$ cat config.mk
export PLATFORM = sky130hd
export DESIGN_NAME = accum_drain
export DESIGN_NICKNAME = d
export VERILOG_FILES = /design/src/rtl/accum_drain.sv
export SDC_FILE = /design/constraint.sdc
export NUM_CORES = 1
export LEC_CHECK = 0
export CORE_MARGIN = 2
export CORE_UTILIZATION = 50
export CTS_BUF_LIST = sky130_fd_sc_hd__clkbuf_16
export DETAILED_ROUTE_END_ITERATION = 12
export PLACE_DENSITY_LB_ADDON = 0.2
export RECOVER_POWER = 50
export SLEW_MARGIN = 20
export SYNTH_ARGS = -nofsm -noshare
export SYNTH_HDL_FRONTEND = slang
export SYNTH_SLANG_ARGS = --single-unit
export TNS_END_PERCENT = 10
$ cat constraint.sdc
create_clock -name clock -period 44.8 [get_ports clock]
set_input_delay 11.2 -clock clock [delete_from_list [all_inputs] [get_ports clock]]
set_output_delay 11.2 -clock clock [all_outputs]
set_load 0.02 [all_outputs]
$ cat src/rtl/accum_drain.sv
// Captures finished accumulator blocks into a two-slot buffer and streams them
// lane by lane, with sequential addresses, to the result-memory write port.
module accum_drain #(
  parameter int WORD_W    = 16,
  parameter int LANES     = 16,
  parameter int ADDR_W    = 10,
  parameter int BASE_ADDR = 0
) (
  input  logic                      clock,
  input  logic                      reset,
  input  logic                      accumulator_done,
  input  logic [WORD_W*LANES-1:0]   in_block,
  output logic [WORD_W-1:0]         out_word,
  output logic [ADDR_W-1:0]         out_addr,
  output logic                      out_valid,
  input  logic                      out_ready,
  output logic                      drain_done,
  output logic                      busy,
  output logic                      overrun,
  output logic [7:0]                block_count
);

  localparam int BLOCK_W = WORD_W * LANES;
  localparam int LANE_W  = $clog2(LANES);

  typedef enum logic [1:0] {IDLE, LOAD, DRAIN, DONE} stateT;

  stateT               r_state;
  stateT               w_nextState;
  logic                r_doneQ;
  logic [BLOCK_W-1:0]  r_slot [2];
  logic                r_wrPtr;
  logic                r_rdPtr;
  logic [1:0]          r_count;
  logic [BLOCK_W-1:0]  r_shift;
  logic [LANE_W-1:0]   r_lane;
  logic                r_overrun;
  logic [7:0]          r_blockCount;

  logic                w_cap;
  logic                w_pop;
  logic                w_drop;
  logic                w_push;
  logic                w_lastLane;
  logic [ADDR_W-1:0]   w_addr;

  // A full buffer only refuses a new block if no slot is freed in the same cycle.
  assign w_cap      = accumulator_done && !r_doneQ;
  assign w_pop      = (r_state == DONE);
  assign w_drop     = w_cap && (r_count == 2'd2) && !w_pop;
  assign w_push     = w_cap && !w_drop;
  assign w_lastLane = (r_lane == LANE_W'(LANES - 1));
  assign w_addr     = ADDR_W'(BASE_ADDR) + ADDR_W'(r_blockCount) * ADDR_W'(LANES)
                    + ADDR_W'(r_lane);

  always_ff @(posedge clock) begin
    if (reset) begin
      r_doneQ   <= 1'b0;
      r_wrPtr   <= 1'b0;
      r_rdPtr   <= 1'b0;
      r_count   <= 2'd0;
      r_overrun <= 1'b0;
    end else begin
      r_doneQ <= accumulator_done;
      if (w_push) r_wrPtr <= ~r_wrPtr;
      if (w_pop)  r_rdPtr <= ~r_rdPtr;
      if (w_drop) r_overrun <= 1'b1;
      case ({w_push, w_pop})
        2'b10:   r_count <= r_count + 2'd1;
        2'b01:   r_count <= r_count - 2'd1;
        default: r_count <= r_count;
      endcase
    end
  end

  always_ff @(posedge clock) begin
    if (w_push) r_slot[r_wrPtr] <= in_block;
  end

  always_ff @(posedge clock) begin
    if (reset) begin
      r_state      <= IDLE;
      r_shift      <= '0;
      r_lane       <= '0;
      r_blockCount <= 8'd0;
    end else begin
      r_state <= w_nextState;
      case (r_state)
        LOAD: begin
          r_shift <= r_slot[r_rdPtr];
          r_lane  <= '0;
        end
        DRAIN: begin
          if (out_ready) begin
            r_shift <= r_shift << WORD_W;
            r_lane  <= r_lane + LANE_W'(1);
          end
        end
        DONE:    r_blockCount <= r_blockCount + 8'd1;
        default: ;
      endcase
    end
  end

  always_comb begin
    w_nextState = r_state;
    case (r_state)
      IDLE:    if (r_count != 2'd0) w_nextState = LOAD;
      LOAD:    w_nextState = DRAIN;
      DRAIN:   if (out_ready && w_lastLane) w_nextState = DONE;
      DONE:    w_nextState = IDLE;
      default: w_nextState = IDLE;
    endcase
  end

  // Data and address are forced to zero outside DRAIN so idle outputs read as 0.
  always_comb begin
    out_valid   = (r_state == DRAIN);
    out_word    = '0;
    out_addr    = '0;
    if (out_valid) begin
      out_word = r_shift[BLOCK_W-1 -: WORD_W];
      out_addr = w_addr;
    end
    drain_done  = (r_state == DONE);
    busy        = (r_state != IDLE) || (r_count != 2'd0);
    overrun     = r_overrun;
    block_count = r_blockCount;
  end

endmodule

; ---- Yosys cells after proc, flatten, opt, wreduce, memory -nomap -nowiden
; Memories as Yosys holds them, arrays and structs flattened. A register that Yosys moved wholly into a read port is not among the register bits.
; Index checks and enable logic that the tools add are counted.
; W data, S select, Z words.
[word_totals]
register_bits = 276
ramBits = 512
in_bits = 260
word_cells = 57
mem_count = 1
[memory_table]
columns = memory, depth, word_bits, read_ports, rd_clocked_by_memory_dff, write_ports, line
row1 = r_slot, 2, 256, 1, 1, 1, 31  ; logic [BLOCK_W-1:0] r_slot [2];
[classes]
addsub = 5
eq_ne = 10
n_mux = 14
bitwise = 2
reduce_logical = 16
[op_table]
columns = op, count
row1 = $pmux W256 S2, 1
row2 = $mux W256, 1
row3 = $mux W16, 1
row4 = $add A10 B4 Y10, 1
row5 = $mux W10, 1
row6 = $add A8 B1 Y8 const B, 1
row7 = $eq A2 B2 Y1 const B, 4
row8 = $pmux W2 S4, 1
row9 = $pmux W4 S2, 1
row10 = $reduce_bool A2 Y1, 4
row11 = $logic_and A1 B1 Y1, 5
row12 = $add A4 B1 Y4 const B, 1
row13 = $eq A2 B1 Y1 const B, 2
row14 = $eq A4 B4 Y1 const B, 1
row15 = $mux W1, 4
row16 = $mux W2, 2
row17 = $mux W4, 1
row18 = $ne A2 B1 Y1 const B, 2
row19 = $pmux W2 S2, 1
row20 = $reduce_and A2 Y1, 2
row21 = $logic_not A1 Y1, 3
row22 = $add A2 B1 Y2 const B, 1
row23 = $logic_not A2 Y1, 1
row24 = $ne A2 B2 Y1 const B, 1
row25 = other kinds (3), 4

; ---- Depth between registers and ports, before layout
[depth]
ltp_word = 8
depth_mapped = 10

; ---- Least setup slack after synthesis
; Ideal clock, no wire load.
[synth_timing]
path_type = in2reg
start = in accumulator_done
end = mem r_slot[0][0] (netlist bit) (enable)
setup_ns = 1.188
arrival_time_ns = 28.589
setup_slack_ns = 15.023
cell_stages = 2
n_path_buf = 0
cell_sequence = nand2b_1 > nor3_1
[synth_between]
elab_chain_cells = 7
[synth_lines]
columns = item, line
row1 = start: declaration, 11  ; input logic accumulator_done,
row2 = $logic_and A1 B1 Y1 *, 48  ; assign w_cap = accumulator_done && !r_doneQ;
row3 = $logic_and A1 B1 Y1 (2 in series), 50  ; assign w_drop = w_cap && (r_count == 2'd2) && !w_pop;
row4 = $logic_not A1 Y1, 51  ; assign w_push = w_cap && !w_drop;
row5 = $logic_and A1 B1 Y1 *, 51
row6 = $mux W1 *, 77  ; if (w_push) r_slot[r_wrPtr] <= in_block;
row7 = $mux W1 (implied by the code) *, 77
row8 = end: declaration, 31
; Every way passes the cells marked *; elsewhere a longest branch is shown, timed or not.

; ---- Worst setup path after layout
[layout_timing]
start = in reset
end = reg r_shift[77]
[layout_rtl]
columns = item, line
row1 = start: declaration, 10  ; input logic reset,
row2 = end signal: assignment, 90  ; r_shift <= r_slot[r_rdPtr];
row3 = end signal: assignment, 95  ; r_shift <= r_shift << WORD_W;
row4 = end: declaration, 35  ; logic [BLOCK_W-1:0] r_shift;
; No word-level cell between the ends.

==> impl_results.md <==
- CP Launch Type: input port
- Final setup margin: between 20000 and 30000 ps
- DRT iter0 DRCs: ~1400
- Sequential share of the synthesized area: approximately two thirds
- Dpl cell area: 0.0345 sq mm
- Peak supply drop: ~0.068 mV
- Max Buffers Root-to-Sink: 3
- Setup WS pre-CTS: approximately 30000 ps
- CP Max Fanout: 149
- Synthesized net count: around 2500
- Total congestion overflow: 0
- Number of H-tree levels: 3
- Critical Path Max Stage Delay: 5350 ps
- Post-route clock period utilization: 40.0%
- Global-route wire length before repair: about 110000 um
- Most frequent cells in the layout: 512 x edfxtp_1, 388 x nand2_1, 276 x dfxtp_1
- Die height: 254 um
- M1 WL: roughly 32000 um
- Worst-path clk slew: approximately 60 ps
- Outcome: finished, violations left
- Max Used Layer: met5
- Clock group share of total power: 30.9%
- Routed len/inst: between 20 and 25 um
- Largest delay share family, worst path: buffers and inverters
- Final setup fails: 0
- RSZ-0062 raised after global routing: no
- CTS root buffer: clkbuf_16
- Row count: 91
- Area of the mapped netlist: 0.0312 sq mm
- Hold Path Origin: r_shift[172]
- Hold buffers post-CTS: 0
- Syn_area_per_cell: around 14 sq um
- DPL Wire Length: around 43000 um
- Static leakage: between 10 and 15 nW
- Post-synth cell types: 40
- Commonest non-fill, non-tap cell in the layout: edfxtp_1
- Core ar.: 0.0617 sq mm
- Total GRT Usage: 22.2%
- CP arrival: 18350 ps
- Fmax achieved: between 50 and 60 MHz
- Ys Warns: 0
- Via count: about 19000
- Met3 WL: 4100 um
- CP required: 45240 ps
- Largest cells by area after synthesis: edfxtp_1 49%, dfxtp_1 18%, mux2_2 6.6%
- Buf+Inv Stages, Crit Path: 2
- Clock skew: 19.9 ps
- Crit Reg-Reg Endpoint: r_slot[1][110]
- Register bit total from synthesis: 789
- Initial Util: 50.6%
- Slew @ Worst Pin: 7870 ps
- Initial antenna violation count: 22
- Critical Path Slowest Stage Cell: clkbuf_1
- DRC: 0
- P per Cell Area: 55.3 mW/mm^2
- Filler Cell Count: 4866
- Hold path cells: 2
- DR pass1 iterations: 5
- R2R Setup Slk: 38850 ps
- Clk sinks: 789
- Largest net degree at the start of global routing: 197
- Combinational share of power: a little under a quarter
- Die ar.: 0.0645 sq mm
- Post-synth EDFFs: 512
- Total Wirelength: 72400 um
- Net Sw Frac: between 30% and 40%
- PortBufs: slightly below 300
- Fin util: 59.9%
- Final Hold Viols: 0
- Wire length on met2: between 30000 and 40000 um
- Synth top area share: 49.2%
- Mapped Cells: 2229
- Reg2reg path depth: 6
- Cell accounting for the most synthesized area: edfxtp_1
- CTS buffer count: 80
- Antenna-violating nets left: 0
- Main synth FF type: edfxtp_1
- Max Slew Vio Count: 235
- Die Wd: ~250 um
- Final TNS setup: 0 ps
- Worst R2R Start: r_state[1]
- Endpoint type of the worst setup path: flip-flop
- Int Power: 0.00139 W
- Failing checks: capacitance limit, slew limit
- HP Class: reg -> reg
- CTS tree: built
- Later-pin clock latency in the skew report: 620 ps
- Worst-path cell chain: clkbuf_1, buf_4, a21oi_1
- Placer Congestion: around 0.80
- Layout Area Growth over Synthesis: 18.4%
- Hold Path Sink: r_shift[172]
- Number of global-route vias before repair: ~19000
- Reg power frac: 45.5%
- Nets: 2721
- Via/cell ratio: 5.58
- Critical Path Stages: 3
- Final Cell Area: 0.0370 sq mm
- Max_slew headroom: -424%
- Min Tclk post-route: ~18000 ps
- Max Cap Viol: 3
- Layout cells sized above 1: 21.2%
- # resized after CTS: 0
- Asr flop ratio synth: 0%
- Top Ports: 298
- Net Switching: 0.000658 W
- Crit Path Class: in -> reg
- Post-CTS setup buffer count: 0
==> how the worst max path moves through the flow <==
| stage | start | end | slack [ps] |
|---|---|---|---|
| after floorplan | accumulator_done | r_slot[0][0] | 15020 |
| after global placement | accumulator_done | r_slot[1][119] | 29860 |
| after detailed placement | accumulator_done | r_slot[1][122] | 29810 |
| after CTS | r_state[0] | out_addr[0] | 30230 |
| after global routing | reset | r_shift[77] | 26550 |
| final | reset | r_shift[77] | 26890 |
==> Yosys cell counts, drive strengths merged, types with 2 or more instances <==
cell,number
nand4,3
nand3,2
nand2,388
o221ai,168
buf,126
a21oi,247
nand2b,2
nor3b,2
mux2i,74
edfxtp,512
nor2,35
xnor2,5
and2,27
dfxtp,277
or3,2
mux2,184
o21ai,75
inv,5
a211oi,3
nor2b,3
ha,7
clkbuf,50
a22oi,16
nor3,4
xor2,3
==> logic make-up (layout without fill, tap and decap cells) <==
family,Yosys count,after routing,synth area share (%)
fa+ha+maj,7,7,0.280
compound gates,515,515,14.1
buf+inv,181,472,3.35
other cells,0,14,0
mux,258,258,9.01
flops,789,789,67.0
xor+xnor,8,8,0.224
simple gates,471,471,6.05
==> per-layer routing <==
layer  vias up  GRT usage, %
met5         -             0
met1      9342          30.8
li1       8799             -
met2       541          35.3
met4         8          8.22
met3       104          3.75
==> power by group through the flow <==
| stage | Clock (W) | Sequential (W) | Combinational (W) |
|---|---|---|---|
| 6_report | 0.000633 | 0.000931 | 0.000483 |
| 3_5_place_dp | 0 | 0.000944 | 0.000489 |
| 4_1_cts | 0.000645 | 0.000930 | 0.000490 |
| 2_1_floorplan | 0 | 0.000944 | 0.000396 |
| 3_3_place_gp | 0 | 0.000941 | 0.000482 |
| 5_1_grt | 0.000675 | 0.000939 | 0.000525 |
==> worst min-delay path: cells and delay by family (launching register included) <==
family	cells	cell delay, ps
flip-flops	1	310
AO/OA/AOI/OAI	1	50
AND/OR/NAND/NOR	1	50
==> cell type report <==
cell class                      count  area (sq um)  share of cell area [%]
Timing Repair Buffer              319          3170                    8.57
Antenna cell                       14          35.0                  0.0947
Multi-Input combinational cell   1259          9290                    25.1
Clock buffer                       85          2130                    5.75
Sequential cell                   789         20900                    56.6
Clock inverter                     63           373                    1.01
Inverter                            5          18.8                  0.0507
Tap cell                          837          1050                    2.83
==> flip-flops by register name (all words and copies together) (netlist names), named ones only <==
signal / count
overrun: 1
r_shift: 256
r_wrPtr: 1
block_count: 8
r_count: 2
r_rdPtr: 1
r_lane: 4
r_slot: 512
r_doneQ: 1
r_state: 2
==> per-stage QoR <==
| step | std cells | total power [W] | hold slack (ps) |
|---|---|---|---|
| 6_report | 3371 | 0.00205 | 449 |
| 5_1_grt | 3367 | 0.00214 | 463 |
| 4_1_cts | 3357 | 0.00207 | 452 |
| 3_5_place_dp | 3209 | 0.00143 | 444 |
| 3_3_place_gp | 3209 | 0.00142 | 438 |
| 2_1_floorplan | 2229 | 0.00134 | 427 |
Note: power is estimated with default switching activity, not from simulation.
==> patch 1, RTL diff (config.mk and constraints unchanged) <==
Reset style: asynchronous (`reset`), changed in 2 clocked blocks.
--- a/src/rtl/accum_drain.sv
+++ b/src/rtl/accum_drain.sv
@@ -54,5 +54,5 @@
                     + ADDR_W'(r_lane);
 
-  always_ff @(posedge clock) begin
+  always_ff @(posedge clock or posedge reset) begin
     if (reset) begin
       r_doneQ   <= 1'b0;
@@ -78,5 +78,5 @@
   end
 
-  always_ff @(posedge clock) begin
+  always_ff @(posedge clock or posedge reset) begin
     if (reset) begin
       r_state      <= IDLE;
Behaviour: differs if reset is asserted again (counterexample within 4 cycles, from zero or initial values and one cycle with reset high); with reset held inactive, the same outputs for 4 cycles.
==> patch 1 against the original RTL <==
The flow still finishes with violations (capacitance limit, slew limit); wire length is 3.6% lower; cell area up 2.0%; setup slack improved by 1.6 ns; via count down 6.0%; sequential cell count decreased by 1; sequential power increased by 19%; clock skew increased by 0.010 ns; area after synthesis grew 0.88%; cell count fell by 5.7%; total power grew 25%; non-clock buffer count is 3 higher; sequential share of layout area grew 2.5 points; critical path type unchanged.
==> patch 1: results (changes against the original RTL) <==
Route
  • 1st-pass router iterations: 5 (unchanged)
  • Routed len/inst: 22.0 um (+2.2%)
  • Routed via count: 17700 (-6.0%)
  • Initial drt markers: 1454 (+5.2%)

Synthesis
  • Number of synthesized flops with an enable pin: 512 (unchanged)
  • Synth area leaders: edfxtp_1 (49%), dfrtp_1 (22%), mux2i_1 (8.2%), o221a_2 (4.0%), mux2_2 (3.7%)
  • Synthesized Nets: 2263 (-9.3%)
  • Synth top cells by count: edfxtp_1 (512), dfrtp_1 (276), mux2i_1 (257)
  • Post-synthesis sequential area ratio: 70.7% (+3.7 points)
  • Count of cell types in the netlist: 36 (-10%)
  • FFs w/ async S/R, synth: 35.0% (+35 points)
  • Yosys warnings: 0 (unchanged)

Placed design
  • Detail Placement HPWL: 43500 um (+1.3%)
  • Area after DPL: 0.0351 mm2 (+1.7%)
  • GP Congestion: 0.807 (+0.47%)

GRT
  • Largest net degree at the start of global routing: 134 (-32%)
  • First-pass GRT wire length: 105000 um (-4.1%)
  • Initial antenna violation count: 14 (-36%)
  • Global-route usage over all layers: 21.5% (-0.76 points)

Worst setup path
  • Worst path slowest cell: and2_0
  • Crit path max fanout: 72 (-52%)
  • Max incr delay on CP: 2.31 ns (-3.04 ns)
  • Cell family with most CP delay: simple AND/OR/NAND/NOR gates
  • Crit path DAT: 16.58 ns (-1.77 ns)

Run status
  • Status: finished, violations left
  • Failing checks: capacitance limit, slew limit

STA
  • Max Slew Vio Count: 330 (+40%)
  • Clock Skews: 0.0302 ns (+0.0103 ns)
  • Worst slew pin tran: 3.84 ns (-4.02 ns)

Finish
  • Max FFs per register: 512 (unchanged)
  • # fillers: 4635 (-4.7%)
  • Layout cells sized above 1: 15.8% (-5.3 points)
  • Final nets: 2528 (-7.1%)

Clock tree
  • H-tree depth: 3 (unchanged)
  • Clock buffer count from CTS: 81 (+1.3%)
  • CTS root buf: clkbuf_16
  • Clk_lat worst skew: 0.63 ns
  • Postcts setup bufs: 0 (unchanged)
  • Post-CTS sizing: 0 (unchanged)

Job
  • Maxcap violations: 7 (+4)

Power and ir drop
  • VDD IR max: 0.0000722 V (+6.6%)
  • Lkg Pwr: 14.5 nW (+26%)
[patch 1: cell count changes after synthesis, moves of 48 or more]
cell,before,now
o221ai_1,48,0
nor2_1,35,103
mux2_2,184,104
o221a_2,0,113
nand2_1,388,144
a21oi_2,101,0
a21o_1,1,103
o221ai_2,120,0
a211oi_1,3,102
o21ai_0,75,21
a21oi_1,146,2
mux2i_1,74,257
dfrtp_1,0,276
dfxtp_1,277,0
[patch 1: per-layer routing]
layer  global-route usage [%]  vias to the layer above  wire length (um)
met5                        0                        -                67
met4                     7.32                       10              1690
met3                     3.51                      110              3440
met2                     35.2                      409             34300
met1                     29.4                     8932             30300
li1                         -                     8212                 -
[patch 1: worst paths after layout]
check,from,to,slack [ns],depth (start not counted)
worst min-delay path,block_count[7],block_count[7],0.47,1
worst max register to register,r_state[1],r_slot[1][110],38.70,6
worst max-delay path,accumulator_done,r_slot[1][110],28.45,6
min in group asynchronous,reset,block_count[7],12.16,2
max in group asynchronous,reset,r_shift[108],29.55,4
worst min register to register,block_count[7],block_count[7],0.47,1
[patch 1: logic make-up after synthesis]
group	share of synthesized area, %
AO/OA/AOI/OAI	10.3
XOR/XNOR	0.389
adder cells (fa/ha/maj)	0.278
buffers and inverters	2.41
flip-flops	70.7
multiplexers	11.9
AND/OR/NAND/NOR	3.98
[patch 1: cell type report]
| type | instances | area [um2] | area share [%] |
|---|---|---|---|
| flip-flops and latches | 788 | 22300 | 59.0 |
| multi-input cells | 1063 | 8500 | 22.5 |
| repair buffers | 322 | 3200 | 8.47 |
| clock buffers | 82 | 2050 | 5.44 |
| well taps | 846 | 1060 | 2.80 |
| clock inverters | 67 | 613 | 1.62 |
| inverters | 5 | 20.0 | 0.0530 |
| diodes | 6 | 15.0 | 0.0398 |
[patch 1: power by group]
group	internal [W]	switching (W)	leakage (nW)	total, W
Clock	0.000397	0.000275	1.37	0.000671
Combinational	0.000369	0.000402	5.21	0.000771
Sequential	0.000977	0.000132	7.89	0.00111
[patch 1: through the flow]
| stage | std cells | setup slack, ns | total power [W] | hold slack [ns] |
|---|---|---|---|---|
| 2_1_floorplan | 1996 | 14.89 | 0.00171 | 0.444 |
| 3_3_place_gp | 3022 | 29.79 | 0.00186 | 0.457 |
| 3_5_place_dp | 3023 | 29.73 | 0.00190 | 0.468 |
| 4_1_cts | 3172 | 30.14 | 0.00258 | 0.476 |
| 5_1_grt | 3177 | 27.96 | 0.00269 | 0.495 |
| 6_report | 3179 | 28.45 | 0.00255 | 0.473 |
==> patch 2, RTL diff (same flow settings) <==
Without the edit above. `ADDR_W`: 10 -> 9.
--- a/src/rtl/accum_drain.sv
+++ b/src/rtl/accum_drain.sv
@@ -4,5 +4,5 @@
   parameter int WORD_W    = 16,
   parameter int LANES     = 16,
-  parameter int ADDR_W    = 10,
+  parameter int ADDR_W    = 9,
   parameter int BASE_ADDR = 0
 ) (
Interface: changed (resized out_addr); port bits go from 298 to 297. The function was not compared with the original's and may differ.
==> patch 2 against the original RTL <==
The run still ends with capacitance limit, slew limit left; wire length fell by 1.4%; via count fell by 0.21%; first-iteration DRC count fell by 1.9%; setup slack got worse by 5.0 ns; total power fell by 0.29%; utilization barely moved; die area barely moved; sequential cell count did not move; area after synthesis barely moved; synthesized cell count rose by 0.99%; cell area barely moved; non-clock buffer count rose by 1.
==> patch 2: results (changes against the original RTL) <==
Power and ir drop
  • VDD IR max: 0.0000311 V (-54%)
  • Lkg Pwr: 11.5 nW (+0.19%)
  • Combinational gate power: 0.000478 W (-1%)
  • Seq group: 0.000933 W (about the same)

GRT
  • Vias in the first global route: 19000 (+0.55%)
  • Largest net degree at the start of global routing: 159 (-19%)
  • Initial antenna violation count: 19 (-14%)
  • First-pass GRT wire length: 109000 um (-1.1%)

Placed design
  • GP Congestion: 0.790 (-1.6%)
  • Detail Placement HPWL: 43400 um (+1.1%)
  • Area after DPL: 0.0345 mm2 (about the same)

Worst setup path
  • Crit path DAT: 23.01 ns (+4.66 ns)
  • Crit path max fanout: 158 (+6.0%)
  • Max incr delay on CP: 6.42 ns (+1.07 ns)

Finish
  • # diodes: 8 (-6)
  • Signal buf overhead: 8.55% (-0.017 points)
  • # fillers: 4824 (-0.86%)
  • Nonclk buf count: 320 (+0.31%)
  • Clk cell area share: 6.79% (+0.026 points)
  • Clock buffer count: 87 (+2.4%)
  • Layout cells sized above 1: 19.4% (-1.7 points)
  • Comb_multi_in: 1280 (+1.7%)

Synthesis
  • Synth top cells by count: edfxtp_1 (512), nand2_1 (410), dfxtp_1 (277)
  • Synth area leaders: edfxtp_1 (49%), dfxtp_1 (18%), o221ai_2 (5.3%), mux2_2 (5.1%), nand2_1 (4.9%)
  • Count of cell types in the netlist: 44 (+10%)
  • Compound-gate portion of the synthesized area: 13.9% (-0.20 points)
  • Mux share of post-synthesis cell area: 8.97% (-0.036 points)
  • Adder-cell share of the synthesized area: 0.281% (about the same)
  • Post-synthesis sequential area ratio: 67.1% (about the same)
  • Synthesized Nets: 2518 (+0.88%)

Route
  • Post-Route WL: 71400 um (-1.4%)
  • Initial drt markers: 1356 (-1.9%)

Run status
  • Status: finished, violations left
  • Failing checks: capacitance limit, slew limit

STA
  • Max Slew Vio Count: 403 (+71%)
  • Clock Skews: 0.0230 ns (+0.00310 ns)

Job
  • Maxcap violations: 4 (+1)

Clock tree
  • Clock buffer count from CTS: 81 (+1.3%)
-- patch 2: path summary, 6_finish.rpt --
kind                              startpoint             end  slack (ns)
worst max-delay path                   reset    r_shift[202]       21.91
worst min-delay path            r_shift[247]    r_shift[247]        0.45
worst max register to register    r_state[1]  r_slot[1][203]       37.95
worst min register to register  r_shift[247]    r_shift[247]        0.45
-- patch 2: layer usage --
metal,GRT usage (%),vias up,wire (um)
met4,8.13,10,1870
li1,-,8818,-
met1,29.8,9323,30700
met3,3.82,115,3900
met5,0,-,66
met2,35.6,488,34900
-- patch 2: per-stage QoR --
step	total power [W]	utilization, %	setup slack [ns]	instances	hold slack (ns)
floorplan	0.00133	-	15.02	2251	0.427
global placement	0.00142	55.8	29.79	3230	0.438
detailed placement	0.00143	55.8	29.75	3230	0.441
CTS	0.00206	59.9	30.39	3382	0.448
global route	0.00214	59.9	21.07	3390	0.462
finish	0.00204	59.9	21.91	3391	0.445
